--- src/rtl/stream_demux_pkg.sv ---
// stream_demux_pkg: shared types and helpers for the stream demultiplexer.
//   state_t    : packet-tracking FSM states (IDLE = no packet open, PKT = open)
//   clog2_min1 : ceil(log2(n)) with a floor of 1, used to size the select field
package stream_demux_pkg;

  typedef enum logic {
    IDLE = 1'b0,
    PKT  = 1'b1
  } state_t;

  function automatic int unsigned clog2_min1(input int unsigned n);
    int unsigned w;
    w = 1;
    for (int unsigned i = 1; i < 32; i++) begin
      if ((32'd1 << i) < n) w = i + 1;
    end
    return w;
  endfunction

endpackage

--- src/rtl/stream_reg.sv ---
// stream_reg: one-entry valid/ready pipeline register.
//   clk, rst_n        : clock, asynchronous active-low reset
//   i_valid, i_data   : upstream beat
//   o_ready           : upstream may transfer (register empty or draining now)
//   o_valid, o_data   : registered beat towards the consumer
//   i_ready           : consumer accepts the registered beat
// A full register that drains can take a new beat in the same cycle.
module stream_reg #(
  parameter int unsigned PW = 8
) (
  input  logic          clk,
  input  logic          rst_n,
  input  logic          i_valid,
  input  logic [PW-1:0] i_data,
  output logic          o_ready,
  output logic          o_valid,
  output logic [PW-1:0] o_data,
  input  logic          i_ready
);

  logic          r_valid;
  logic [PW-1:0] r_data;
  logic          w_ready;

  assign w_ready = ~r_valid | i_ready;
  assign o_ready = w_ready;
  assign o_valid = r_valid;
  assign o_data  = r_data;

  always_ff @(posedge clk or negedge rst_n) begin
    if (!rst_n) begin
      r_valid <= 1'b0;
      r_data  <= '0;
    end else if (i_valid && w_ready) begin
      r_valid <= 1'b1;
      r_data  <= i_data;
    end else if (i_ready) begin
      r_valid <= 1'b0;
    end
  end

endmodule

--- src/rtl/stream_demux.sv ---
// stream_demux: 1-to-N_OUT valid/ready stream demultiplexer with one register stage.
//   clk, rst_n         : clock, asynchronous active-low reset
//   in_data/in_sel/in_last/in_valid/in_ready : shared input stream; in_sel is
//                        sampled on the first beat of each packet only
//   out_data           : N_OUT copies of the registered payload, channel k at [k*W +: W]
//   out_last/out_valid : per-channel flags, at most one channel active
//   out_ready          : per-channel consumer ready; only the addressed bit matters
//   busy               : a packet is open
//   err_sel            : sticky, a packet started with in_sel >= N_OUT
module stream_demux
  import stream_demux_pkg::*;
#(
  parameter  int unsigned N_OUT = 2,
  parameter  int unsigned W     = 8,
  localparam int unsigned SEL_W = clog2_min1(N_OUT)
) (
  input  logic               clk,
  input  logic               rst_n,
  input  logic [W-1:0]       in_data,
  input  logic [SEL_W-1:0]   in_sel,
  input  logic               in_last,
  input  logic               in_valid,
  output logic               in_ready,
  output logic [N_OUT*W-1:0] out_data,
  output logic [N_OUT-1:0]   out_last,
  output logic [N_OUT-1:0]   out_valid,
  input  logic [N_OUT-1:0]   out_ready,
  output logic               busy,
  output logic               err_sel
);

  localparam int unsigned PW = W + 1 + SEL_W;

  state_t           r_state;
  state_t           w_state_next;
  logic [SEL_W-1:0] r_cur_dest;
  logic             r_drop;
  logic             r_err;

  logic             w_acc;
  logic             w_bad_sel;
  logic             w_drop_beat;
  logic             w_load;
  logic             w_s_ready;
  logic             w_m_ready;
  logic             w_reg_valid;
  logic             w_reg_last;
  logic [SEL_W-1:0] w_dest;
  logic [SEL_W-1:0] w_reg_dest;
  logic [W-1:0]     w_reg_data;
  logic [PW-1:0]    w_pay_in;
  logic [PW-1:0]    w_pay_out;

  assign w_bad_sel   = (32'(in_sel) >= N_OUT);
  assign w_dest      = (r_state == IDLE) ? in_sel : r_cur_dest;
  assign w_drop_beat = (r_state == IDLE) ? w_bad_sel : r_drop;
  assign w_acc       = in_valid & w_s_ready;
  // Dropped beats still handshake upstream; they just never enter the register.
  assign w_load      = in_valid & ~w_drop_beat;
  assign w_pay_in    = {in_data, in_last, w_dest};

  assign {w_reg_data, w_reg_last, w_reg_dest} = w_pay_out;

  stream_reg #(.PW(PW)) u_reg (
    .clk     (clk),
    .rst_n   (rst_n),
    .i_valid (w_load),
    .i_data  (w_pay_in),
    .o_ready (w_s_ready),
    .o_valid (w_reg_valid),
    .o_data  (w_pay_out),
    .i_ready (w_m_ready)
  );

  always_comb begin
    w_state_next = r_state;
    case (r_state)
      IDLE:    if (w_acc && !in_last) w_state_next = PKT;
      PKT:     if (w_acc && in_last)  w_state_next = IDLE;
      default: w_state_next = IDLE;
    endcase
  end

  always_ff @(posedge clk or negedge rst_n) begin
    if (!rst_n) begin
      r_state    <= IDLE;
      r_cur_dest <= '0;
      r_drop     <= 1'b0;
      r_err      <= 1'b0;
    end else begin
      r_state <= w_state_next;
      if (w_acc && (r_state == IDLE)) begin
        r_cur_dest <= in_sel;
        r_drop     <= w_bad_sel & ~in_last;
        if (w_bad_sel) r_err <= 1'b1;
      end else if (w_acc && in_last) begin
        r_drop <= 1'b0;
      end
    end
  end

  always_comb begin
    w_m_ready = 1'b0;
    out_valid = '0;
    out_last  = '0;
    for (int unsigned k = 0; k < N_OUT; k++) begin
      if (32'(w_reg_dest) == k) begin
        out_valid[k] = w_reg_valid;
        out_last[k]  = w_reg_valid & w_reg_last;
        w_m_ready    = out_ready[k];
      end
    end
  end

  assign out_data = {N_OUT{w_reg_data}};
  assign in_ready = w_s_ready;
  assign busy     = (r_state == PKT);
  assign err_sel  = r_err;

endmodule
--- config.mk ---
export PLATFORM = sky130hd
export DESIGN_NAME = stream_demux
export DESIGN_NICKNAME = d
export VERILOG_FILES = /design/src/rtl/stream_demux_pkg.sv /design/src/rtl/stream_reg.sv /design/src/rtl/stream_demux.sv
export SDC_FILE = /design/constraint.sdc
export NUM_CORES = 1
export LEC_CHECK = 0
export ABC_AREA = 1
export BUFFER_PORTS_ARGS = -buffer_cell sky130_fd_sc_hd__buf_2
export CAP_MARGIN = 20
export CELL_PAD_IN_SITES_DETAIL_PLACEMENT = 1
export CELL_PAD_IN_SITES_GLOBAL_PLACEMENT = 1
export CORE_MARGIN = 1.5
export CORE_UTILIZATION = 26
export DETAILED_ROUTE_END_ITERATION = 10
export HOLD_SLACK_MARGIN = 0.03
export PLACE_DENSITY = 0.73
export SLEW_MARGIN = 10
export SYNTH_ARGS = -nofsm -noshare
export SYNTH_HDL_FRONTEND = slang
export SYNTH_HIERARCHICAL = 1
export SYNTH_SLANG_ARGS = --single-unit
--- constraint.sdc ---
create_clock -name clk -period 1.1 [get_ports clk]
set_input_delay 0.165 -clock clk [delete_from_list [all_inputs] [get_ports clk]]
set_output_delay 0.165 -clock clk [all_outputs]
set_load 0.1 [all_outputs]
### After elaboration in Yosys (flattened, before gate mapping)

Cells that the tools add are included.

* flip-flop bits (word level): 14
* output and inout bits: 23
* logic and storage cells: 33

* muxes and demuxes: 14
* bitwise operators: 7
* reductions and logical operators: 7

Operator list (count)
* 1-bit two-way mux: 13
* 1-bit logical AND: 4
* 2-bit nonzero test: 2
* 1-bit AND: 3
* 1-bit inverter: 3
* 1-bit one-hot mux with 2 select lines: 1
* 1-bit zero test: 1
* 1-bit OR: 1

### Logic depth before layout (Yosys ltp)

* depth in word-level cells: 6
* mapped depth: 8
* depth with buffers taken out: 7

### Modules after synthesis

The synthesis kept the hierarchy.

Modules (own cells, without submodules)
* stream_reg: instances 1, cells each 48, area each 455.4 um^2, sequential area each 275.3 um^2
* stream_demux: instances 1, cells each 33, area each 207.7 um^2, sequential area each 50.0 um^2

### Worst setup path before layout

OpenSTA, ideal clock, no wires.

* path kind: flip-flop to output port
* start point: register u_reg.r_data[0] (netlist: u_reg/o_data[0])
* end point: output out_last[0]
* arrival: 2489 ps
* slack: -1554 ps
* stages on the path, launching flop included: 2
* buffers on the path: 0
* cell sequence: dfrtp_1 -> nor3_1

* word-level cells in the longest chain between the ends: 1

RTL lines
* start, declared: RTL line stream_reg.sv:22 `logic [PW-1:0] r_data;`
* start signal, assigned: RTL line stream_reg.sv:36 `r_data <= i_data;`
* 1-bit two-way mux: RTL line stream_demux.sv:107 `if (32'(w_reg_dest) == k) begin`
* end, declared: RTL line stream_demux.sv:25 `output logic [N_OUT-1:0] out_last,`

Every way passes these cells.

### Worst setup path in the final report

* start point: register u_reg.r_data[0] (netlist: u_reg/o_data[0])
* end point: output in_ready

* word-level cells in the longest chain between the ends: 2

RTL lines
* 1-bit two-way mux: RTL line stream_demux.sv:107
* via w_m_ready: RTL line stream_demux.sv:45 `logic w_m_ready;`
* 1-bit OR: RTL line stream_reg.sv:25 `assign w_ready = ~r_valid | i_ready;`
* end, declared: RTL line stream_demux.sv:23 `output logic in_ready,`

The timed path passes the listed nets, and every way through them passes these cells.

==> reports/qor.csv <==
metric,value,unit
status,"finished, violations left",
failed_checks,negative setup slack,
ys.flop_type,dfrtp_1,
finalMaxSlewViolations,0,
first_pass_iters,4,
path_max_fanout,5,
vias,743,
drt_iter0_markers,6,
ff_latch_area,359,um2
vias_per_cell,4.56,
cp-end-kind,primary output,
required,0.94,ns
synth_compound_area_share,1.51,%
min_from,in_last,
synth_common_cells,"29 x nand2_1, 13 x dfrtp_1, 11 x nand3_1",
drc,0,
grt_pass1_wl,3840,um
cts_root_buffer,clkbuf_4,
die_h,53.5,um
synth_edf_count,0,
placedCellCount,142,
finalSetupViolCount,34,
core_region_area,2450,um2
routed_wl,2970,um
period_share,134,%
finalNetCount,149,
layout.cells.non_filler,163,
cts_max_level,1,
wl_met2,1710,um
rsz0062_at_grt,yes,
antenna_found_initial,0,
synth_fa_ha_area_share,0,%
timing.rr.start,u_reg/o_data[0],
critPathArrivalTime,1.31,ns
clk_pin_slew_worst_paths,0.10,ns
rows,18,
setup_slack,-0.379,ns
hpwl,1600,um
syn_nets,96,
synth-seq-area-share,49.1,%
cts.path.max_buffers,2,
synth_top_family_by_area,simple AND/OR/NAND/NOR gates,
fp.dieW,53.5,um
grt_max_degree,14,
synth_area_leaders,"dfrtp_1 49%, nand2_1 16%, buf_4 11%, nand3_1 8.3%, inv_1 2.8%",
multi_input_area,384,um2
antenna_left,0,
place.gp.congestion,0.701,
worstSetupPathType,flip-flop to primary output,
yosys_register_bits,13,
drive_gt1_share,81.2,%
nFillCells,252,
synth.mux.area_fraction,0,%
timing.fmax,676,MHz
syn-cell-area,663,um2
diodes,0,
io_pins,38,
cp-start-kind,flip-flop,
startpoint,u_reg/o_data[0],
netlist.area_leader.share,49.1,%
post-route-min-period,1.48,ns
synthXorXnorAreaFrac,0,%
start_util,27.0,%
synth_warnings,6,
yosys.area.top_type,dfrtp_1,
syn_avg_cell_area,8.19,um2
finClkSkew,0.0126,ns
synth_most_common_cell,nand2_1,
cts_inserted_buffers,3,
cts_tree,yes,
fin_hold_ws,0.0609,ns
place.port_buffers,36,
grt_pass1_vias,779,
top_layer_used,met4,
syn2layout_area_growth,135,%
post_drt_wl_per_cell,18.2,um
met1Wirelength,1070,um
clock_latency,0.30,ns
drv_cap,0,
hold_violations,0,
synth_cell_type_count,15,
met3WireLength,85,um
synthCells,81,
grt_usage,19.8,%
grt_remaining_overflow,0,
die-area,2860,um2
yosys.area_share.simple,30.4,%
synthArstFlopShare,100,%
cts.sinks,13,
hp-class,primary input to flip-flop,
kinds of logic after synthesis:
kind of cell | Yosys count
DFF | 13
AOI/OAI and AO/OA | 2
and+or+nand+nor | 47
other | 1
buffers and inverters | 18
registers in the layout, summed over array words and instances, names as in the netlist, named ones only:
register / cells
u_reg/o_data: 10
r_cur_dest: 1
u_reg/o_valid: 1
placed cells by master, fill, tap and decap left out, types with 2 or more instances in the layout:
cell type,netlist,final
nand3_2,0,10
dfrtp_4,0,8
nand2_8,0,2
nand2_1,29,15
buf_8,0,2
buf_6,1,4
nor2_4,0,2
dfrtp_2,0,3
buf_12,0,23
nand2_2,3,12
buf_4,10,15
clkbuf_4,0,3
buf_2,0,14
dfrtp_1,13,2
inv_1,5,2
nand2_4,0,4
inv_2,1,3
critical path, cell delays in order, from the launching register on:
cell,delay [ns]
dfrtp_2,0.45
nand2_2,0.07
o21ai_2,0.05
inv_1,0.06
nand2_2,0.09
buf_12,0.14
buf_12,0.15
area by class of cell:
cell class	instances	area share, %
multi-input combinational	51	24.6
tap	30	2.40
clock buffer	4	1.68
inverter	6	1.68
timing repair buffer	59	46.6
sequential	13	23.0
layer usage:
layer	GRT usage, %	vias to the layer above
li1	-	347
met1	21.6	362
met2	35.4	24
met3	4.52	10
met4	10.3	0
met5	0	-
path summary, 6_finish.rpt:
check	end	slack, ns	cells after the start
worst max-delay path	in_ready	-0.38	6
worst min-delay path	flip-flop	0.06	2
worst max register to register	u_reg/o_data[7]	-0.37	9
worst min register to register	u_reg/o_data[1]	0.55	2
max in group asynchronous	u_reg/o_data[4]	0.52	2
min in group asynchronous	u_reg/o_valid	0.31	2
metrics by stage:
step	setup TNS, ns	setup slack (ns)	util, %	instance area, um2
2_1_floorplan	-1.33	-0.309	-	822
3_3_place_gp	-1.29	-0.116	52.7	1290
3_5_place_dp	-2.19	-0.180	52.7	1290
4_1_cts	-4.79	-0.349	60.1	1480
5_1_grt	-7.73	-0.422	63.6	1560
6_report	-6.53	-0.379	63.6	1560
what timing repair did:
| item | CTS | global route |
|---|---|---|
| pin swaps | 5 | 0 |
| gates resized for setup | 16 | 16 |
| buffers inserted | 9 | 7 |
| cloned | 1 | 0 |
| hold buffers | 1 | 0 |
| hold endpoints to repair | 13 | 0 |
| endpoints found under the setup margin | 35 | 34 |
Power is not shown: default switching activity piles up to over one toggle a cycle in this logic, so the estimate is an artifact.
